`src/rtl/seq_det_prog_pkg.sv`:
```
// ---------------------------------------------------------------------------
// seq_det_prog_pkg
// Shared types for the programmable serial pattern detector.
//   state_t    : detector FSM state (S_IDLE, S_FILL, S_DET), 2 bits wide
//   len_legal  : range check used when a new configuration is offered
// ---------------------------------------------------------------------------
package seq_det_prog_pkg;

  localparam int STATE_W = 2;

  typedef enum logic [STATE_W-1:0] {
    S_IDLE = 2'd0,
    S_FILL = 2'd1,
    S_DET  = 2'd2
  } state_t;

  // A pattern length is usable when it is 1..max_len inclusive.
  function automatic logic len_legal(input int unsigned len, input int unsigned max_len);
    return (len >= 1) && (len <= max_len);
  endfunction

endpackage

```
`src/rtl/seq_det_prog_cmp.sv`:
```
// ---------------------------------------------------------------------------
// seq_det_prog_cmp
// Combinational, length-limited compare of the candidate history against the
// stored pattern. Only bit positions below i_len take part; positions with a
// zero in i_mask are don't-care.
// Ports:
//   i_hist_nx  in  PAT_W  history including the bit being accepted (bit0 newest)
//   i_pat      in  PAT_W  stored pattern
//   i_mask     in  PAT_W  per-bit compare enable (all ones when masking is off)
//   i_len      in  LEN_W  active pattern length
//   o_hit_raw  out 1      all active, enabled bits agree
// ---------------------------------------------------------------------------
module seq_det_prog_cmp #(
  parameter int PAT_W = 8,
  parameter int LEN_W = $clog2(PAT_W + 1)
) (
  input  logic [PAT_W-1:0] i_hist_nx,
  input  logic [PAT_W-1:0] i_pat,
  input  logic [PAT_W-1:0] i_mask,
  input  logic [LEN_W-1:0] i_len,
  output logic             o_hit_raw
);

  always_comb begin
    o_hit_raw = 1'b1;
    for (int i = 0; i < PAT_W; i++) begin
      if ((LEN_W'(i) < i_len) && i_mask[i] && (i_hist_nx[i] != i_pat[i])) begin
        o_hit_raw = 1'b0;
      end
    end
  end

endmodule

```
`src/rtl/seq_det_prog.sv`:
```
// ---------------------------------------------------------------------------
// seq_det_prog
// Runtime-programmable serial bit-pattern detector (sync word / preamble).
// Optional feature macro: SEQ_DET_PROG_MASK_EN adds pat_mask (don't-care bits).
// Ports:
//   clk        in   1      clock, rising edge
//   rst        in   1      asynchronous reset, active low
//   in         in   1      serial data bit
//   in_valid   in   1      qualifies in
//   cfg_load   in   1      pulse: latch pattern / pat_len / overlap (/ pat_mask)
//   pattern    in   PAT_W  bit[pat_len-1] oldest, bit[0] newest
//   pat_len    in   LEN_W  1..PAT_W
//   overlap    in   1      1 = overlapping matches allowed
//   pat_mask   in   PAT_W  (SEQ_DET_PROG_MASK_EN only) 0 = don't-care bit
//   cnt_clr    in   1      synchronous clear of match_cnt
//   out        out  1      registered match pulse
//   match_cnt  out  CNT_W  saturating match count
//   cfg_err    out  1      pulse: configuration rejected
//   armed      out  1      a valid configuration is held
// ---------------------------------------------------------------------------
module seq_det_prog
  import seq_det_prog_pkg::*;
#(
  parameter int PAT_W = 8,
  parameter int CNT_W = 8,
  localparam int LEN_W = $clog2(PAT_W + 1)
) (
  input  logic             clk,
  input  logic             rst,
  input  logic             in,
  input  logic             in_valid,
  input  logic             cfg_load,
  input  logic [PAT_W-1:0] pattern,
  input  logic [LEN_W-1:0] pat_len,
  input  logic             overlap,
`ifdef SEQ_DET_PROG_MASK_EN
  input  logic [PAT_W-1:0] pat_mask,
`endif
  input  logic             cnt_clr,
  output logic             out,
  output logic [CNT_W-1:0] match_cnt,
  output logic             cfg_err,
  output logic             armed
);

  localparam logic [LEN_W-1:0] FILL_MAX = LEN_W'(PAT_W);
  localparam logic [CNT_W-1:0] CNT_MAX  = '1;

  state_t             r_state;
  state_t             w_state_nx;
  logic [PAT_W-1:0]   r_hist;
  logic [PAT_W-1:0]   w_hist_nx;
  logic [PAT_W-1:0]   w_shift;
  logic [LEN_W-1:0]   r_fill;
  logic [LEN_W-1:0]   w_fill_nx;
  logic [LEN_W:0]     w_fill_p1;
  logic [PAT_W-1:0]   r_pat;
  logic [PAT_W-1:0]   r_mask;
  logic [LEN_W-1:0]   r_len;
  logic               r_ovl;
  logic               r_out;
  logic [CNT_W-1:0]   r_cnt;
  logic               r_cfg_err;
  logic               w_len_ok;
  logic               w_hit_raw;
  logic               w_hit;

  assign w_shift   = {r_hist[PAT_W-2:0], in};
  assign w_fill_p1 = {1'b0, r_fill} + 1'b1;
  assign w_len_ok  = len_legal(32'(pat_len), PAT_W);

  seq_det_prog_cmp #(
    .PAT_W (PAT_W),
    .LEN_W (LEN_W)
  ) u_cmp (
    .i_hist_nx (w_shift),
    .i_pat     (r_pat),
    .i_mask    (r_mask),
    .i_len     (r_len),
    .o_hit_raw (w_hit_raw)
  );

  // A new configuration always takes priority over the data bit of the same
  // cycle; the bit is dropped so no stale hit can be reported against the
  // pattern that is being replaced.
  always_comb begin
    w_state_nx = r_state;
    w_hist_nx  = r_hist;
    w_fill_nx  = r_fill;
    w_hit      = 1'b0;
    if (cfg_load) begin
      if (w_len_ok) begin
        w_state_nx = S_FILL;
        w_hist_nx  = '0;
        w_fill_nx  = '0;
      end
    end else if (in_valid && (r_state != S_IDLE)) begin
      w_hist_nx = w_shift;
      w_fill_nx = (r_fill == FILL_MAX) ? r_fill : r_fill + 1'b1;
      if ((w_fill_p1 >= {1'b0, r_len}) && w_hit_raw) begin
        w_hit = 1'b1;
        if (r_ovl) begin
          w_state_nx = S_DET;
        end else begin
          // Non-overlapping: the next match must be built from fresh bits.
          w_state_nx = S_FILL;
          w_fill_nx  = '0;
        end
      end else if ((r_state == S_FILL) && (w_fill_p1 == {1'b0, r_len})) begin
        w_state_nx = S_DET;
      end
    end
  end

  always_ff @(posedge clk or negedge rst) begin
    if (!rst) begin
      r_state <= S_IDLE;
    end else begin
      r_state <= w_state_nx;
    end
  end

  always_ff @(posedge clk or negedge rst) begin
    if (!rst) begin
      r_hist    <= '0;
      r_fill    <= '0;
      r_pat     <= '0;
      r_mask    <= '0;
      r_len     <= '0;
      r_ovl     <= 1'b0;
      r_out     <= 1'b0;
      r_cnt     <= '0;
      r_cfg_err <= 1'b0;
    end else begin
      r_hist    <= w_hist_nx;
      r_fill    <= w_fill_nx;
      r_out     <= w_hit;
      r_cfg_err <= cfg_load && !w_len_ok;
      if (cfg_load && w_len_ok) begin
        r_pat <= pattern;
        r_len <= pat_len;
        r_ovl <= overlap;
`ifdef SEQ_DET_PROG_MASK_EN
        r_mask <= pat_mask;
`else
        r_mask <= '1;
`endif
      end
      // Clear beats a coincident hit; the pulse on out is unaffected.
      if (cnt_clr) begin
        r_cnt <= '0;
      end else if (w_hit && (r_cnt != CNT_MAX)) begin
        r_cnt <= r_cnt + 1'b1;
      end
    end
  end

  assign out       = r_out;
  assign match_cnt = r_cnt;
  assign cfg_err   = r_cfg_err;
  assign armed     = (r_state != S_IDLE);

endmodule

```
`config.mk`:
```
export PLATFORM = sky130hd
export DESIGN_NAME = seq_det_prog
export DESIGN_NICKNAME = d
export VERILOG_FILES = /design/src/rtl/seq_det_prog_pkg.sv /design/src/rtl/seq_det_prog_cmp.sv /design/src/rtl/seq_det_prog.sv
export SDC_FILE = /design/constraint.sdc
export NUM_CORES = 1
export LEC_CHECK = 0
export ABC_CLOCK_PERIOD_IN_PS = 3700
export BUFFER_PORTS_ARGS = -buffer_cell sky130_fd_sc_hd__buf_2
export CORE_MARGIN = 2
export CORE_UTILIZATION = 44
export DETAILED_ROUTE_END_ITERATION = 10
export PLACE_DENSITY_LB_ADDON = 0.25
export SYNTH_ARGS = -nofsm -noshare
export SYNTH_HDL_FRONTEND = slang
export SYNTH_SLANG_ARGS = --single-unit
```
`constraint.sdc`:
```
create_clock -name clk -period 3.7 [get_ports clk]
set_input_delay 1.11 -clock clk [delete_from_list [all_inputs] [get_ports clk]]
set_output_delay 1.11 -clock clk [all_outputs]
set_load 0.02 [all_outputs]
```
==> results.txt, run 1 <==
- Net count of the mapped netlist: 223
- STA puts the critical path data arrival time at 3.12 ns.
- Summing every instance area after synthesis gives 0.00202 mm².
* Reg-to-reg setup timing slack: 0.79 ns
- At the end of routability-driven placement, the weighted congestion stood at 0.831.
- Buffers inserted to repair hold after CTS numbered 0.
- Compared with the post-synthesis result, the final layout area differs by 15.4%.
* Vias in the first global route: 1,468
- Count of standard-cell rows: 24
- Counting I/O delays and the setup requirement, the final critical path takes 2.91 ns.
* TritonCTS clock tree: done
- The worst setup path is captured at a flop.
* Required time of the critical path: 3.91 ns
* Initial antenna violation count: 0
* Die Area: 0.00515 mm²
- Across the run, the number of max-cap violations was 0.
* Worst slack on hold paths: 0.492 ns
- Cells resized by post-CTS repair: 0
- Post-synth top area share: 45.8%
* Placeable core region: 0.00438 mm²
- Synthesis inferred 37 register bits.
* Routed WL: 3900 µm
* Number of CTS-inserted buffers: 5
- Pwr dens: 507 mW/mm²
* Final worst path period share: 78.7%
* Root Driver: sky130_fd_sc_hd__clkbuf_8
- After detailed routing, the number of remaining DRC violations is 0.
- In the final design database the tool counted 255 nets.
* Total Negative Setup Slacks: 0 ns
- Post-CTS setup-driven buffer insertion count: 0
- For this block, the initial DRC count from the detailed router was 57.
* Type of origin of the critical path: flop
- In this run the cell area measured after placement is 0.00221 mm².
- Pins over their slew limit: 0
* Fmax achieved: 0.343 GHz
* Floorplan die height: 71.8 µm
- Synthesis instantiated 45 different standard cells from the library.
- Before antenna repair, the detailed router went through 4 iterations.
- Headroom to the max-slew limit came out at 45.4%.
- The count of buffers added on input and output ports is 29.
- Setup violations remaining at the end of the flow were counted as 0.
* Post-route cell area: 0.00233 mm²
- Critical Path Fanout Max: 6
- Of the total synthesized cell area, the portion taken by AND, OR, NAND and NOR gates is 20.7%.
- In this run the horizontal extent of the chip is 71.8 µm.
* Final Hold Violating Endpoints: 0
* Result of the run: finished, final reports clean
- Area contributors post-synth: sky130_fd_sc_hd__dfrtp_1 46%, sky130_fd_sc_hd__mux2_2 7.2%, sky130_fd_sc_hd__ha_1 4.3%, sky130_fd_sc_hd__xnor2_1 4.3%, sky130_fd_sc_hd__nand2_1 3.9%
- Initial cell density of the core: 46.1%
- Total power: 0.00118 W
- Count of synthesis-stage warnings from yosys: 0
- Dividing the detail-routed via count by the number of cells gives 5.43.
- After synthesis, the largest family of logic cells by area is simple AND/OR/NAND/NOR gates.
- The portion of synthesized area spent on multiplexers is 7.80%.
- In this run the count of I/O pins placed on the die edge is 30.
- The clock net in this run drives a total of 37 sinks.
- After Yosys synthesis, XOR and XNOR cells account for 4.77% of the synthesized area.
- In this run, synthesis inferred 0 flip-flops with an integrated enable.
- sky130_fd_sc_hd__dfrtp_1 is the most common cell in the netlist.
* Antenna Diode Count: 0
* First-pass GRT wire length: 6860 µm
- Across the routed clock network, the largest skew measured is 0.00625 ns.
- HPWL reported at the end of detailed placement: 2800 µm
- Longest Clk Path Bufs: 2
* Primary flip-flop cell chosen by synthesis mapping: sky130_fd_sc_hd__dfrtp_1
* Final core utilization: 53.2%
- The worst-case IR drop observed on VDD is 0.000284 V.
- The H-tree was split into 2 levels.
* Leakage: 1.07 nW
- The critical path is of the flop to flop type.
- Dividing the detail-routed wire length by the instance count gives 13.8 µm.
* RSZ-0062 raised after global routing: no
- After clock tree synthesis, the clock-pin slew on the worst setup and hold paths is 0.08 ns.
- Count of antenna-violating nets left after detailed routing: 0
* Cells after Synth: 197
- After Yosys synthesis, full adders, half adders and majority gates account for 4.33% of the synthesized area.
- Cells with a size suffix above 1 make up 26.1% of the layout.
- Global routing used 17.0% of the available tracks.
- Total number of vias: 1,531
- Pin count of the biggest net entering global routing: 38
* Synth top cells by count: 37 x sky130_fd_sc_hd__dfrtp_1, 21 x sky130_fd_sc_hd__nand2_1, 14 x sky130_fd_sc_hd__inv_1
* Synthesized area per cell: 10.3 µm²
* Part of the Yosys area used for sequential elements: 45.8%
- Path type of the worst min-delay path: flop to flop
- The clock reaches the later pin of the worst-skew pair after 0.29 ns.
* Synthesized-area fraction occupied by ao, oa, aoi and oai cells: 11.8%
- FFs w/ async S/R, synth: 100%
* Worst Max-Slew Pin Slew: 0.819 ns
- The biggest area contributor in the post-synthesis netlist is sky130_fd_sc_hd__dfrtp_1.
* Remaining Overflow, GRT: 0
cells in the final DEF, fill, tap and decap left out, drive strengths merged, types with 4 or more instances in the layout:
cell type / n
xnor2: 10
inv: 14
nor2: 8
mux2: 14
buf: 32
a21oi: 13
or4: 4
nand2: 21
clkbuf: 6
ha: 7
nor2b: 5
o31ai: 4
dfrtp: 37
nand3b: 10
o22ai: 4
o21ai: 6
nand3: 7
kinds of logic (layout without fill, tap and decap cells):
group / Yosys count / after routing
AOI/OAI and AO/OA: 36 / 36
xor gates and xnor gates: 11 / 11
adders and majority gates: 7 / 7
buffers and inverters: 21 / 54
DFF: 37 / 37
muxes: 14 / 14
and+or+nand+nor: 71 / 71
report_power, final:
| group | switching [W] | internal [W] | total (W) |
|---|---|---|---|
| logic | 0.000164 | 0.000145 | 0.000310 |
| clock network | 0.000149 | 0.000219 | 0.000368 |
| registers | 0.0000509 | 0.000452 | 0.000503 |
| total | 0.000365 | 0.000816 | 0.00118 |
final cells by class:
cell class              instances  area [µm²]
clock buffers                   6        82.6
clock inverters                 2        37.5
fillers                       405        2050
inverters                      14        52.6
multi-input cells             139        1000
flip-flops and latches         37         926
well taps                      52        65.1
repair buffers                 32         168
state kept, by name, summed over array words and instances (netlist names):
register,count
r_ovl,1
match_cnt,8
r_mask,1
r_pat,8
cfg_err,1
r_state,2
r_fill,4
out,1
r_len,4
r_hist,7
critical path: stages (launching register included):
cell and delay [ns]:
sky130_fd_sc_hd__dfrtp_1 0.45, sky130_fd_sc_hd__ha_1 0.27, sky130_fd_sc_hd__xor2_1 0.18, sky130_fd_sc_hd__ha_1 0.30, sky130_fd_sc_hd__a21oi_1 0.15, sky130_fd_sc_hd__nor2b_1 0.06
sky130_fd_sc_hd__or4_4 0.55, sky130_fd_sc_hd__a41oi_1 0.53, sky130_fd_sc_hd__nand3b_1 0.18, sky130_fd_sc_hd__o22ai_1 0.18
layer usage:
| metal | GRT usage [%] | share of wire (%) |
|---|---|---|
| met1 | 23.0 | 49 |
| met2 | 26.1 | 46 |
| met3 | 4.50 | 3.8 |
| met4 | 6.29 | 1.4 |
| met5 | 0 | 0 |
final timing paths:
check | start | to | cells after the start
max in group asynchronous | rst | match_cnt[7]$_DFFE_PN0P_ | 1
min in group asynchronous | rst | out$_DFF_PN0_ | 1
worst min-delay path | r_hist[6]$_DFFE_PN0P_ | r_hist[6]$_DFFE_PN0P_ | 2
worst max-delay path | r_fill[0]$_DFFE_PN0P_ | r_fill[0]$_DFFE_PN0P_ | 9
worst min register to register | r_hist[6]$_DFFE_PN0P_ | r_hist[6]$_DFFE_PN0P_ | 2
worst max register to register | r_fill[0]$_DFFE_PN0P_ | r_fill[0]$_DFFE_PN0P_ | 9
metrics by stage:
step	std cells	setup slack, ns
after floorplan	197	1.07
after CTS	282	0.798
after global routing	282	0.622
after detailed placement	274	0.656
after global placement	274	0.733
final	282	0.788
No activity file was read; power rests on OpenSTA's default activity.
==> run 2: changes to the inputs <==
--- a/config.mk
+++ b/config.mk
@@ -5,7 +5,7 @@
 export SDC_FILE = /design/constraint.sdc
 export NUM_CORES = 1
 export LEC_CHECK = 0
-export ABC_CLOCK_PERIOD_IN_PS = 3700
+export ABC_CLOCK_PERIOD_IN_PS = 2500
 export BUFFER_PORTS_ARGS = -buffer_cell sky130_fd_sc_hd__buf_2
 export CORE_MARGIN = 2
 export CORE_UTILIZATION = 44
==> constraint.sdc (replaced) <==
create_clock -name clk -period 2.5 [get_ports clk]
set_input_delay 0.75 -clock clk [delete_from_list [all_inputs] [get_ports clk]]
set_output_delay 0.75 -clock clk [all_outputs]
set_load 0.02 [all_outputs]
==> results.txt, run 2 (synthesized netlist as in run 1, its figures left out) <==
- Remaining Overflow, GRT: 0 (unchanged)
- Signal arrival time at the worst endpoint: 2.73 ns (-0.39 ns)
- The largest clock skew in the final design came to 0.00858 ns (+0.00233 ns).
- The run finished, with violations left.
- Type of origin of the critical path: flop
- Leakage: 1.12 nW (+5.5%)
- Path type of the worst min-delay path: flop to flop
- The count of boundary I/O pins is 30 (unchanged).
* Worst vdd rail ir drop: 0.000337 V (+19%)
- The placed wire-length estimate after detailed placement came to 2910 µm (+3.7%).
- Failing checks: setup timing
* Hold-fix buffer count after cts: 0 (unchanged)
- The number of inserted diodes is 0 (unchanged).
- The vertical extent of the die was 71.8 µm (unchanged).
* Final setup slack of the worst path: -0.0493 ns (-0.838 ns)
- The total power after layout came to 0.00173 W (+47%).
- Final worst path period share: 102% (+23 points)
- The count of final hold-check violations was 0 (unchanged).
- Relative slew margins: 45.5% (+0.086 points)
- The violation count after the first detailed-routing iteration came to 35 (-39%).
- Final setup vio count: 6 (+6)
- The critical path goes through ha_2 -> xor2_1 -> ha_1 -> a21oi_2 -> nor2b_1 -> or4_4 -> nand4_4 -> nor4b_4 -> mux2_4.
- TritonCTS clock tree: done
- Pins over their slew limit: 0 (unchanged)
- Worst Max-Slew Pin Slew: 0.818 ns (-0.00129 ns)
- The achievable clock frequency came to 0.392 GHz (+14%).
* Filler instances: 401 (-0.99%)
- Number of detailed-routing iterations run before antenna repair: 4 (unchanged)
- The number of sinks on the clock net was 37 (unchanged).
- Average wire per standard cell: 14.0 µm (+1.4%)
* Count of antenna-violating nets left after detailed routing: 0 (unchanged)
* Area added between synthesis and finish: 22.7%
- Routed vias/inst: 5.37 (-1.0%)
- Root Driver: sky130_fd_sc_hd__clkbuf_8
- Placeable core region: 0.00438 mm² (unchanged)
- Pwr dens: 699 mW/mm² (+38%)
* Slowest stage delay, CP: 0.56 ns (about the same)
- The largest individual stage delay along the critical path comes from the cell sky130_fd_sc_hd__or4_4.
- Number of levels the H-tree was split into: 2 (unchanged)
- Setup repair after global routing could not meet its margin everywhere.
- Initial antenna violation count: 0 (unchanged)
* Kind of critical path: flop to flop
- The non-filler instance count after layout came to 294 (+4.3%).
* Longest Clk Path Bufs: 2 (unchanged)
- Final-stage net count: 268 (+5.1%)
* Max Cap Violations: 0 (unchanged)
* First-pass GRT wire length: 7040 µm (+2.6%)
- The fraction of final layout cells sized beyond drive strength 1 was 34.3% (+8.2 points).
- Required time of the critical path: 2.68 ns (-1.23 ns)
- The count of buffers inserted at the top-level ports is 29 (unchanged).
* Leading cell type in the layout, fill and taps excluded: sky130_fd_sc_hd__dfrtp_1
* DRC errors left: 0 (unchanged)
- Placer's final routability congestion estimate: 0.789 (-4.9%)
* Vias in the first global route: 1,556 (+6.0%)
- Number of cells traversed by the worst register-to-register path: 9 (unchanged)
- Overall track demand over capacity in global routing: 17.4% (+0.40 points)
- Die width: 71.8 µm (unchanged)
* Die Area: 0.00515 mm² (unchanged)
- The later-pin clock latency in the skew report is 0.28 ns (about the same).
* Critical Path End Type: flop
- The library cells used most frequently in the layout, excluding fill and tap cells, are 37 x sky130_fd_sc_hd__dfrtp_1, 29 x sky130_fd_sc_hd__buf_2, 21 x sky130_fd_sc_hd__nand2_1, 15 x sky130_fd_sc_hd__buf_4.
* Initial cell density of the core: 46.1% (unchanged)
* Routed WL: 4120 µm (+5.7%)
* Final period demand of the worst path: 2.55 ns (-0.362 ns)
- The post-route setup TNS is -0.119 ns (-0.119 ns).
* Worst hold path depth: 2 (unchanged)
* Number of CTS-inserted buffers: 5 (unchanged)
* Final core utilization: 56.6% (+3.4 points)
- Clock transition at the registers of the reported paths: 0.07 ns (about the same)
- The via count is 1,580 (+3.2%).
- The cell total after placement is 286 (+4.4%).
* Pin count of the biggest net entering global routing: 38 (unchanged)
* Critical Path Fanout Max: 8 (+2)
- Count of standard-cell rows: 24 (unchanged)
## run 2: what timing repair did
| action | 4_1_cts | 5_1_grt |
|---|---|---|
| pin swaps | 8 | 12 |
| resized for setup | 6 | 10 |
| setup endpoints to repair | 11 | 13 |
| buffers inserted | 0 | 1 |
## run 2: worst paths after layout
check / start / slack, ns / to
max: r_fill[0]$_DFFE_PN0P_ / -0.05 / match_cnt[7]$_DFFE_PN0P_
min in group asynchronous: rst / 0.55 / match_cnt[7]$_DFFE_PN0P_
max in group asynchronous: rst / 1.42 / r_hist[0]$_DFFE_PN0P_
min: r_hist[6]$_DFFE_PN0P_ / 0.49 / r_hist[6]$_DFFE_PN0P_
min reg2reg: r_hist[6]$_DFFE_PN0P_ / 0.49 / r_hist[6]$_DFFE_PN0P_
max reg2reg: r_fill[0]$_DFFE_PN0P_ / -0.05 / match_cnt[7]$_DFFE_PN0P_
## run 2: per-layer routing
| layer | up-vias | wire length [µm] | track usage [%] |
|---|---|---|---|
| li1 | 787 | - | - |
| met1 | 762 | 1960 | 23.3 |
| met2 | 24 | 1960 | 27.8 |
| met3 | 7 | 119 | 2.95 |
| met4 | 0 | 80 | 7.34 |
| met5 | - | 0 | 0 |
## run 2: through the flow
stage / worst slack (ns) / instance area, µm² / hold WS, ns
after floorplan: 0.0584 / 2030 / 0.454
after global placement: -0.0388 / 2310 / 0.471
after detailed placement: -0.121 / 2310 / 0.476
after CTS: -0.0280 / 2430 / 0.492
after global routing: -0.125 / 2480 / 0.524
final: -0.0493 / 2480 / 0.486
## run 2: cell type report
| cell class | count | area [µm²] | share of cell area [%] |
|---|---|---|---|
| multi-input cells | 139 | 1080 | 43.6 |
| flip-flops and latches | 37 | 926 | 37.3 |
| repair buffers | 45 | 269 | 10.8 |
| clock buffers | 7 | 86.3 | 3.48 |
| well taps | 52 | 65.1 | 2.62 |
| inverters | 14 | 52.6 | 2.12 |
## run 2: report_power, final
part / switching (W) / total [W] / internal [W]
Sequential: 0.0000640 / 0.000733 / 0.000669
Clock: 0.000200 / 0.000419 / 0.000219
Combinational: 0.000300 / 0.000583 / 0.000283
## run 2: worst max-delay path, delay by kind of cell, from the launching register on
family / cells / cell delay, ns
DFF: 1 / 0.41
xor gates and xnor gates: 1 / 0.16
and+or+nand+nor: 4 / 0.88
muxes: 1 / 0.31
adders and majority gates: 2 / 0.53
AOI/OAI and AO/OA: 1 / 0.14
